`src/rtl/branch_predictor.sv`:
```
// rtl/branch_predictor.sv - branch target buffer with 2-bit saturating direction counters
//
// Purpose: predicts a next-PC redirect for the IF-stage fetch address and is
// trained by resolved branches/jumps from ID.
// Optional feature: define BP_BYPASS_EN to forward a same-index update to the
// lookup outputs in the same cycle.
//
// Ports:
//   clk_i          clock, rising edge
//   rst_i          asynchronous active-low reset
//   pc_i           lookup fetch address
//   hit_o          valid entry with matching tag
//   pred_taken_o   redirect fetch (hit & ctr[1])
//   pred_target_o  stored target, zero on miss
//   upd_valid_i    resolved control-transfer present in ID
//   upd_pc_i       address of resolved instruction
//   upd_taken_i    resolved direction
//   upd_target_i   resolved target
//   flush_all_i    invalidate every entry (wins over a concurrent update)
//   mispredict_o   registered: previous update disagreed with stored prediction
module branch_predictor #(
  parameter int ADDR_W  = 32,
  parameter int ENTRIES = 16
) (
  input  logic              clk_i,
  input  logic              rst_i,
  input  logic [ADDR_W-1:0] pc_i,
  output logic              hit_o,
  output logic              pred_taken_o,
  output logic [ADDR_W-1:0] pred_target_o,
  input  logic              upd_valid_i,
  input  logic [ADDR_W-1:0] upd_pc_i,
  input  logic              upd_taken_i,
  input  logic [ADDR_W-1:0] upd_target_i,
  input  logic              flush_all_i,
  output logic              mispredict_o
);

  localparam int IDX_W = $clog2(ENTRIES);
  localparam int TAG_W = ADDR_W - IDX_W - 2;

  logic [ENTRIES-1:0] valid_q;
  logic [TAG_W-1:0]   tag_q [ENTRIES];
  logic [ADDR_W-1:0]  tgt_q [ENTRIES];
  logic [1:0]         ctr_q [ENTRIES];
  logic               mispredict_q, mispredict_d;
  // Low for the first edge after reset release so that edge cannot train.
  logic               rst_done_q;

  logic [IDX_W-1:0] lk_idx, u_idx;
  logic [TAG_W-1:0] lk_tag, u_tag;
  logic             u_hit, u_pred, u_we;
  logic             u_valid_d;
  logic [TAG_W-1:0] u_tag_d;
  logic [ADDR_W-1:0] u_tgt_d;
  logic [1:0]       u_ctr_d;

  logic             e_valid;
  logic [TAG_W-1:0] e_tag;
  logic [ADDR_W-1:0] e_tgt;
  logic [1:0]       e_ctr;

  // Word-alignment bits play no part in indexing or tagging.
  logic unused_low_bits;
  assign unused_low_bits = ^{pc_i[1:0], upd_pc_i[1:0]};

  assign lk_idx = pc_i[IDX_W+1:2];
  assign lk_tag = pc_i[ADDR_W-1:IDX_W+2];
  assign u_idx  = upd_pc_i[IDX_W+1:2];
  assign u_tag  = upd_pc_i[ADDR_W-1:IDX_W+2];

  assign u_hit  = valid_q[u_idx] && (tag_q[u_idx] == u_tag);
  assign u_pred = u_hit && ctr_q[u_idx][1];

  always_comb begin
    mispredict_d = 1'b0;
    if (upd_valid_i && rst_done_q) begin
      mispredict_d = (u_pred != upd_taken_i) ||
                     (u_pred && upd_taken_i && (tgt_q[u_idx] != upd_target_i));
    end
  end

  // Post-update contents of the addressed entry; u_we says whether it changes.
  always_comb begin
    u_we      = 1'b0;
    u_valid_d = valid_q[u_idx];
    u_tag_d   = tag_q[u_idx];
    u_tgt_d   = tgt_q[u_idx];
    u_ctr_d   = ctr_q[u_idx];
    if (upd_valid_i && !flush_all_i && rst_done_q) begin
      if (u_hit) begin
        u_we = 1'b1;
        if (upd_taken_i) begin
          u_tgt_d = upd_target_i;
          if (ctr_q[u_idx] != 2'b11) u_ctr_d = ctr_q[u_idx] + 2'd1;
        end else if (ctr_q[u_idx] != 2'b00) begin
          u_ctr_d = ctr_q[u_idx] - 2'd1;
        end
      end else if (upd_taken_i) begin
        u_we      = 1'b1;
        u_valid_d = 1'b1;
        u_tag_d   = u_tag;
        u_tgt_d   = upd_target_i;
        u_ctr_d   = 2'b10;
      end
    end
  end

`ifdef BP_BYPASS_EN
  logic byp;
  assign byp     = u_we && (u_idx == lk_idx);
  assign e_valid = byp ? u_valid_d : valid_q[lk_idx];
  assign e_tag   = byp ? u_tag_d   : tag_q[lk_idx];
  assign e_tgt   = byp ? u_tgt_d   : tgt_q[lk_idx];
  assign e_ctr   = byp ? u_ctr_d   : ctr_q[lk_idx];
`else
  assign e_valid = valid_q[lk_idx];
  assign e_tag   = tag_q[lk_idx];
  assign e_tgt   = tgt_q[lk_idx];
  assign e_ctr   = ctr_q[lk_idx];
`endif

  assign hit_o         = e_valid && (e_tag == lk_tag);
  assign pred_taken_o  = hit_o && e_ctr[1];
  assign pred_target_o = hit_o ? e_tgt : '0;
  assign mispredict_o  = mispredict_q;

  always_ff @(posedge clk_i or negedge rst_i) begin
    if (!rst_i) begin
      valid_q      <= '0;
      mispredict_q <= 1'b0;
      rst_done_q   <= 1'b0;
      for (int i = 0; i < ENTRIES; i++) begin
        tag_q[i] <= '0;
        tgt_q[i] <= '0;
        ctr_q[i] <= 2'b01;
      end
    end else begin
      rst_done_q   <= 1'b1;
      mispredict_q <= mispredict_d;
      if (flush_all_i) begin
        valid_q <= '0;
      end else if (u_we) begin
        valid_q[u_idx] <= u_valid_d;
        tag_q[u_idx]   <= u_tag_d;
        tgt_q[u_idx]   <= u_tgt_d;
        ctr_q[u_idx]   <= u_ctr_d;
      end
    end
  end

endmodule

```
`config.mk`:
```
export PLATFORM = sky130hd
export DESIGN_NAME = branch_predictor
export DESIGN_NICKNAME = d
export VERILOG_FILES = /design/src/rtl/branch_predictor.sv
export SDC_FILE = /design/constraint.sdc
export NUM_CORES = 2
export LEC_CHECK = 0
export ABC_CLOCK_PERIOD_IN_PS = 15700
export CAP_MARGIN = 5
export CORE_MARGIN = 2
export CORE_UTILIZATION = 25
export CTS_CLUSTER_DIAMETER = 80
export CTS_CLUSTER_SIZE = 40
export DETAILED_ROUTE_END_ITERATION = 6
export HOLD_SLACK_MARGIN = 0.05
export PLACE_DENSITY = 0.38
export SLEW_MARGIN = 40
export SYNTH_ARGS = -nofsm -noshare
export SYNTH_HDL_FRONTEND = slang
export SYNTH_SLANG_ARGS = --single-unit
```
`constraint.sdc`:
```
create_clock -name clk_i -period 15.7 [get_ports clk_i]
set_input_delay 3.14 -clock clk_i [delete_from_list [all_inputs] [get_ports clk_i]]
set_output_delay 3.14 -clock clk_i [all_outputs]
set_load 0.01 [all_outputs]
```
==> results.sh <==
export IMPL_outcome="complete, no violations"
export IMPL_wl_per_cell_um=30.2
export IMPL_period_share_pct=73.8
export IMPL_tritoncts="yes"
export IMPL_synth_top_area_share_pct=44.7
export IMPL_numPortBuffers=131
export IMPL_reg2reg_slack_ps=10160
export IMPL_setup_tns_ps=0
export IMPL_rsz0062_at_grt="false"
export IMPL_drcViolationCount=0
export IMPL_setup_ws_ps=4120
export IMPL_path_cells="buf_8 -> buf_4 -> mux4_2 -> mux4_2 -> xnor2_1 -> nand4_1 -> nor3_1 -> nand4_1 -> buf_4 -> nor2b_1 -> clkdlybuf4s50_1"
export IMPL_global_route_overflow_total=0
export IMPL_required_ps=12560
export IMPL_post_place_ws_ps=4040
export IMPL_grt_pass1_wl_mm=275
export IMPL_nNetsFinal=3448
export IMPL_antenna_found_initial=14
export IMPL_crit_fanout=67
export IMPL_cts_hold_buf=0
export IMPL_hold_violations=0
export IMPL_cp_num_buf_inv=4
export IMPL_root_buffer="clkbuf_16"
export IMPL_fin_cells=6248
export IMPL_max_cap_violations=0
export IMPL_syn_area_um2=53800
export IMPL_synth_enable_flop_cells=0
export IMPL_synth_distinct_cells=62
export IMPL_fin_worst_skew_ps=30.6
export IMPL_arrival_ps=8440
export IMPL_synth_area_leaders="dfrtp_1, mux4_2, mux2_2"
export IMPL_cts_htree_levels=3
export IMPL_first_pass_iters=6
export IMPL_seq_area_frac_synth_pct=45.5
export IMPL_cts_buffers=74
export IMPL_ys_ff_latch=978
export IMPL_critical_path_max_stage_delay_ps=720
export IMPL_num_rows=170
export IMPL_postCtsSetupBuffers=0
export IMPL_met3_length_mm=5.14
export IMPL_slowest_stage="nor3_1"
export IMPL_gr_usage_all_layers_pct=17.4
export IMPL_fmax_mhz=86.3
export IMPL_viasPerCell=5.07
export IMPL_start_kind="input port"
export IMPL_fp_dieArea_um2=219000
export IMPL_grt_max_degree=138
export IMPL_antenna_left=0
export IMPL_dp_hpwl_mm=112
export IMPL_cp_top_family="buffers and inverters"
export IMPL_maxSlewHeadroom_pct=38.2
export IMPL_boundaryPins=136
export IMPL_core_area_um2=214000
export IMPL_setup_worst_path_class="in2out"
export IMPL_start_util_pct=25.1
export IMPL_num_vias=31700
export IMPL_die_w_um=468
export IMPL_post_cts_resized=0
export IMPL_end_kind="output port"
export IMPL_ys_flop_type="dfrtp_1"
export IMPL_max_slew_worst_pin_slew_ps=924
export IMPL_clock_path_buffers=3
export IMPL_ir_drop_uv=73.9
export IMPL_async_reset_ff_share_pct=100
export IMPL_cts_sinks=978
export IMPL_yosysWarnings=0
export IMPL_clkLatencyLatePin_ps=710
export IMPL_routed_wl_mm=189
export IMPL_die_h_um=468
export IMPL_power_density_nw_per_um2=86.1
export IMPL_syn_to_final_growth_pct=13.2
export IMPL_finalSetupViolations=0
export IMPL_synth_most_common_cell="dfrtp_1"
export IMPL_yosys_area_top_type="dfrtp_1"
export IMPL_grt_pass1_vias=34200
export IMPL_synth_cells=3358
export IMPL_min_path_type="reg2reg"
export IMPL_wl_met2_mm=90.4
export IMPL_syn_num_nets=3460
export IMPL_post_route_min_period_ps=11580
export IMPL_routabilityCongestion=0.746
export IMPL_avgSynthCellArea_um2=16.0
export IMPL_place_inst=6105
export IMPL_wl_met1_mm=89.9
export IMPL_whs_ps=509
export IMPL_finalMaxSlewViolations=0
export IMPL_top_layer="met4"
export IMPL_drt_iter0_markers=1946
export IMPL_drive_above_1_share_pct=52.1
export IMPL_synth_top_cells_by_count="dfrtp_1, mux2_2, mux4_2, mux2_1, buf_2"
export IMPL_clkTransAtPathRegs_ps=70
export IMPL_p_leak_uw=0.0264
## worst reg2reg max path, stage by stage (launching register included)
cell and delay, ps:
dfrtp_1 410, mux4_2 490, mux2i_1 180, xor2_1 750, nand2_1 190, nor4_1 560
o221a_2 360, a31oi_4 150, buf_8 200, nor4_4 370, buf_4 260, buf_6 530
buf_4 560, mux2_2 390
## area by class of cell
class                           count  area [µm²]
Clock buffer                       88        2050
Clock inverter                     47         544
Sequential cell                   978       24500
Multi-Input combinational cell   2040       27800
Fill cell                       21300      153000
Inverter                           17        66.3
Antenna cell                        5        12.5
Timing Repair Buffer              235        2440
Tap cell                         2838        3550
## worst paths after layout
| check | startpoint | endpoint | depth (start not counted) |
|---|---|---|---|
| worst max-delay path | pc_i[3] | pred_target_o[24] | 11 |
| min in group asynchronous | rst_i | tag_q[298] | 1 |
| max in group asynchronous | rst_i | tgt_q[17] | 4 |
| worst max register to register | tag_q[126] | tag_q[260] | 13 |
| worst min-delay path | tgt_q[253] | tgt_q[253] | 1 |
| worst min register to register | tgt_q[253] | tgt_q[253] | 1 |
## layout by cell type (no fill, tap or decap), types with 30 or more instances in the layout
cell	Yosys	routed
dfrtp_1	962	962
mux2_2	913	913
mux4_2	549	549
clkdlybuf4s50_1	0	122
mux2_1	117	117
mux2i_1	93	93
clkbuf_16	0	77
buf_4	17	63
xnor2_1	64	62
nor2b_1	43	43
a22oi_1	30	30
## power breakdown
part	switching, µW	internal (µW)	total [µW]
Sequential	36.7	2560	2600
Combinational	305	202	507
Clock	1120	1020	2130
Total	1460	3780	5240
## per-stage QoR
step                      cell area, µm²  power, µW  utilization [%]
after floorplan                    53800       2930                -
after global placement             58000       3160             27.1
after detailed placement           58200       3170             27.2
after CTS                          60800       5350             28.4
after global routing               60900       5470             28.4
final                              60900       5240             28.4
## cells by family (layout without fill, tap and decap cells)
family          after synthesis  after routing  share of synthesized area, %
other cells                   1              6                       0.00697
xor+xnor                     85             85                          1.38
mux                        1672           1672                          46.3
flops                       978            978                          45.5
simple gates                157            157                          1.96
compound gates              124            124                          1.78
buf+inv                     340            387                          3.08
fa+ha+maj                     1              1                        0.0232
## sequential cells by signal, summed over array words and instances, names as in the netlist
name	count
ctr_q	32
mispredict_o	1
rst_done_q	1
tag_q	416
tgt_q	512
valid_q	16
## per-layer routing
layer	global-route usage [%]	vias to the layer above
met5	0	-
met2	28.2	480
met1	25.0	17900
li1	-	13100
met4	4.02	0
met3	1.72	155
Note: power is estimated with default switching activity, not from simulation.
